[config.mk]
export PLATFORM = sky130hd
export DESIGN_NAME = or_window_monitor
export DESIGN_NICKNAME = d
export VERILOG_FILES = /design/src/rtl/or_window_monitor_pkg.sv /design/src/rtl/or_n_way.sv /design/src/rtl/or_window_monitor.sv
export SDC_FILE = /design/constraint.sdc
export NUM_CORES = 1
export LEC_CHECK = 0
export ABC_AREA = 1
export CAP_MARGIN = 15
export CELL_PAD_IN_SITES_DETAIL_PLACEMENT = 0
export CELL_PAD_IN_SITES_GLOBAL_PLACEMENT = 2
export CORE_MARGIN = 10
export CORE_UTILIZATION = 31
export DETAILED_ROUTE_END_ITERATION = 12
export DONT_BUFFER_PORTS = 1
export GPL_ROUTABILITY_DRIVEN = 0
export HOLD_SLACK_MARGIN = 0.15
export PLACE_DENSITY = 0.73
export SYNTH_ARGS = -nofsm -noshare
export SYNTH_HDL_FRONTEND = slang
export SYNTH_HIERARCHICAL = 1
export SYNTH_SLANG_ARGS = --single-unit
[constraint.sdc]
create_clock -name clock -period 1.2 [get_ports clock]
set_input_delay 0.24 -clock clock [delete_from_list [all_inputs] [get_ports clock]]
set_output_delay 0.24 -clock clock [all_outputs]
set_load 0.02 [all_outputs]
[src/rtl/or_window_monitor_pkg.sv]
// or_window_monitor shared definitions
// State encodings and default geometry
package or_window_monitor_pkg;

  localparam int DEF_WIDTH  = 8;
  localparam int DEF_WINDOW = 4;

  typedef enum logic [1:0] {
    S_IDLE   = 2'd0,
    S_ACCUM  = 2'd1,
    S_REPORT = 2'd2
  } state_t;

endpackage

[src/rtl/or_n_way.sv]
// or_n_way: N-input OR reduction
// Generalisation of the 8-way OR gate
module or_n_way #(
  parameter int WIDTH = 8
) (
  input  logic [WIDTH-1:0] a,
  output logic             y
);

  assign y = |a;

endmodule

[src/rtl/or_window_monitor.sv]
// or_window_monitor: windowed OR-reduce status collector
// OR_MON_FIRST_IDX_EN builds the first-set-bit latch
module or_window_monitor
  import or_window_monitor_pkg::*;
#(
  parameter int WIDTH  = DEF_WIDTH,
  parameter int WINDOW = DEF_WINDOW,
  parameter int IDXW   = $clog2(WIDTH),
  parameter int CNTW   = $clog2(WINDOW + 1)
) (
  input  logic             clock,
  input  logic             reset,
  input  logic             start,
  input  logic             in_valid,
  input  logic [WIDTH-1:0] in,
  output logic             busy,
  output logic             done,
  output logic             any,
  output logic [WIDTH-1:0] mask,
  output logic [CNTW-1:0]  hits,
  output logic [IDXW-1:0]  first_idx
);

  state_t          state;
  state_t          state_nx;
  logic [CNTW-1:0] cnt;
  logic            nz;
  logic            take;
  logic            last;
  logic            clr;

  or_n_way #(.WIDTH(WIDTH)) u_nz (
    .a (in),
    .y (nz)
  );

  assign clr  = (state == S_IDLE) && start;
  assign take = (state == S_ACCUM) && in_valid;
  assign last = take && (cnt == CNTW'(WINDOW - 1));

  // next-state selection
  always_comb begin
    state_nx = state;
    unique case (state)
      S_IDLE:   if (start) state_nx = S_ACCUM;
      S_ACCUM:  if (last) state_nx = S_REPORT;
      S_REPORT: state_nx = S_IDLE;
      default:  state_nx = S_IDLE;
    endcase
  end

  // state register
  always_ff @(posedge clock) begin
    if (reset) state <= S_IDLE;
    else       state <= state_nx;
  end

  // accumulators: mask, hit count, sample count
  always_ff @(posedge clock) begin
    if (reset || clr) begin
      mask <= '0;
      hits <= '0;
      cnt  <= '0;
    end else if (take) begin
      mask <= mask | in;
      cnt  <= cnt + 1'b1;
      if (nz) hits <= hits + 1'b1;
    end
  end

  assign busy = (state == S_ACCUM);
  assign done = (state == S_REPORT);
  assign any  = |mask;

`ifdef OR_MON_FIRST_IDX_EN
  logic [IDXW-1:0] enc;

  // lowest set-bit index of the current sample
  always_comb begin
    enc = '0;
    for (int i = WIDTH - 1; i >= 0; i--)
      if (in[i]) enc = IDXW'(i);
  end

  // latch on the first nonzero sample (no prior hits)
  always_ff @(posedge clock) begin
    if (reset || clr)
      first_idx <= '0;
    else if (take && nz && (hits == '0))
      first_idx <= enc;
  end
`else
  assign first_idx = '0;
`endif

endmodule

==> impl_metrics.env <==
export IMPL_clk_path_buf_depth=2
export IMPL_antenna_found_initial=0
export IMPL_synth_warnings=6
export IMPL_final_util=0.4444
export IMPL_cap_violations=0
export IMPL_grt_max_degree=14
export IMPL_synthArstFlopShare=0
export IMPL_min_period_over_period=1.065
export IMPL_track_usage=0.08184
export IMPL_vias=681
export IMPL_fmaxAchievable_mhz=782.1
export IMPL_synthToLayoutAreaGrowth_pct=38.24
export IMPL_place_area_um2=890.9
export IMPL_violations="negative setup slack"
export IMPL_synth_top_area_cell="dfxtp_1"
export IMPL_nNetsFinal=146
export IMPL_synth_top_area_frac=0.4096
export IMPL_fillerInstances=262
export IMPL_synth_commonest_cells="nand2_1, inv_1, dfxtp_1, a21oi_2, a21oi_1"
export IMPL_ir_worst_vdd_v=0.0008546
export IMPL_die_h_um=70.23
export IMPL_cts_sinks=16
export IMPL_cts_root_buf="clkbuf_4"
export IMPL_io_pins=29
export IMPL_die_area_um2=4932
export IMPL_clkLatencyLatePin_ps=280
export IMPL_netlist_area_um2=782.0
export IMPL_crit_fanout=2
export IMPL_cp_start_kind="register"
export IMPL_setup_viol=1
export IMPL_ys_top_cells_by_area="dfxtp_1, nand2_1, a21oi_2"
export IMPL_placed_cells=145
export IMPL_crit_family="simple AND/OR/NAND/NOR gates"
export IMPL_cts_tree="done"
export IMPL_total_power_mw=1.009
export IMPL_path_buf_inv=0
export IMPL_max_stage_delay_ps=340
export IMPL_period_needed_ps=1279
export IMPL_slowest_stage="dfxtp_2"
export IMPL_vias_per_cell=4.283
export IMPL_synth_cells=104
export IMPL_p_per_area_nw_per_um2=933.4
export IMPL_crit_path_cell_trace="nor4_4 -> nand2_2"
export IMPL_synth_edf_count=0
export IMPL_numPortBuffers=0
export IMPL_grt_pass1_wl_mm=3.394
export IMPL_drc=0
export IMPL_ys_types=19
export IMPL_drt_iter0_drc=20
export IMPL_diodes=0
export IMPL_critical_path_required_ps=960
export IMPL_avgSynthCellArea_um2=7.519
export IMPL_cts_made_buffers=3
export IMPL_hold_violations=0
export IMPL_worstSetupEndpointType="primary output"
export IMPL_ys_flop_type="dfxtp_1"
export IMPL_wirelength_mm=1.950
export IMPL_core_rowCount=18
export IMPL_drive_gt1_frac=0.3411
export IMPL_initial_core_util=0.3215
export IMPL_final_cells=159
export IMPL_drt_pass1_iterations=4
export IMPL_cp_arrival_ps=1040
export IMPL_yosysMostFrequentCell="nand2_1"
export IMPL_die_w_um=70.23
export IMPL_coreArea_um2=2432
export IMPL_ant_nets=0
export IMPL_status="finished, violations left"
export IMPL_cts_max_level=1
export IMPL_fin_worst_skew_ps=0.6772
export IMPL_grt_overflow_total=0
export IMPL_seq_area_frac_synth=0.4096
export IMPL_hpwl_mm=1.502
export IMPL_grt_pass1_vias=727
export IMPL_finalMaxSlewViolations=0
export IMPL_synth_seq_cells=16
export IMPL_rsz0062_at_grt="true"
export IMPL_setup_worst_path_class="reg -> out"
export IMPL_wl_per_cell_um=12.26
export IMPL_p_leak_nw=0.4710
export IMPL_hold_class="in -> reg"
export IMPL_fin_ws_ps=-78.56
export IMPL_clkSlewWorstSetupHoldPaths_ps=90
export IMPL_final_area_um2=1081
export IMPL_pre_cts_slack_ps=23.83
-- registers in the layout, indices dropped and copies added, names as in the netlist --
name	cells
cnt	3
hits	3
state	2
mask	8
-- path summary, 6_finish.rpt --
path / from / depth (start not counted) / endpoint / slack [ps]
worst max register to register: state[1]$_SDFFE_PP0P_ / 5 / mask[5]$_SDFFE_PP0N_ / 90
worst min-delay path: in_valid / 4 / cnt[2]$_SDFFE_PP0N_ / 290
worst max-delay path: mask[7]$_SDFFE_PP0N_ / 2 / any / -80
worst min register to register: cnt[1]$_SDFFE_PP0N_ / 2 / cnt[1]$_SDFFE_PP0N_ / 480
-- what timing repair did --
item                                   in CTS  in global routing
pin swaps                                   4                  2
setup buffers                               1                  0
endpoints found under the hold margin      11                  0
setup endpoints to repair                   3                 13
hold buffers                               11                  0
resized for setup                          10                  8
-- layout make-up --
cell class,count,area [um^2],area share
multi-input cells,63,391.6,0.3623
flip-flops and latches,16,327.8,0.3032
repair buffers,24,211.5,0.1956
inverters,23,90.09,0.08333
well taps,30,37.54,0.03472
clock buffers,3,22.52,0.02083
-- cells by family (layout without fill, tap and decap cells) --
logic type               after synthesis  after routing  share of synthesized area
AND/OR/NAND/NOR                       40             40                     0.2176
buffers and inverters                 27             50                     0.1536
AO/OA/AOI/OAI                         16             16                     0.1552
flip-flops                            16             16                     0.4096
adder cells (fa/ha/maj)                3              3                    0.04801
other                                  1              3                   0.004795
XOR/XNOR                               1              1                    0.01120
-- layout by cell type, fill, tap and decap left out, drive strengths merged --
cell	n
a21oi	16
dfxtp	16
nand4	1
nand3	1
clkbuf	3
buf	13
nor2	5
nor3	1
ha	3
nor4	2
nand2	29
xor2	1
clkinvlp	1
dlygate4sd3	11
conb	3
inv	22
or2	1
-- metrics by stage --
stage	hold WS (ps)	TNS, ps
after global routing	280.4	-154.8
after floorplan	309.1	0
final	289.8	-78.56
after CTS	260.0	-120.3
after global placement	313.4	0
after detailed placement	312.1	0
-- worst reg2reg max path, cell delays in order (launching register included) --
cell and delay [ps]:
dfxtp_2 330, buf_4 130, nor2_2 110, a21oi_2 80, inv_2 260, a21oi_1 80
-- report_power, final --
group          total [mW]  internal [mW]  switching (mW)
clock network       0.274          0.116           0.158
logic               0.173         0.0703           0.102
registers           0.562          0.546          0.0160
total                1.01          0.732           0.277
-- layer usage --
metal | GRT usage | vias to the layer above | wire [um]
li1 | - | 363 | -
met1 | 0.09113 | 296 | 853
met2 | 0.1307 | 20 | 882
met3 | 0.05085 | 2 | 201
met4 | 0.01316 | 0 | 13
met5 | 0 | - | 0
(Power assumes the default switching activity.)
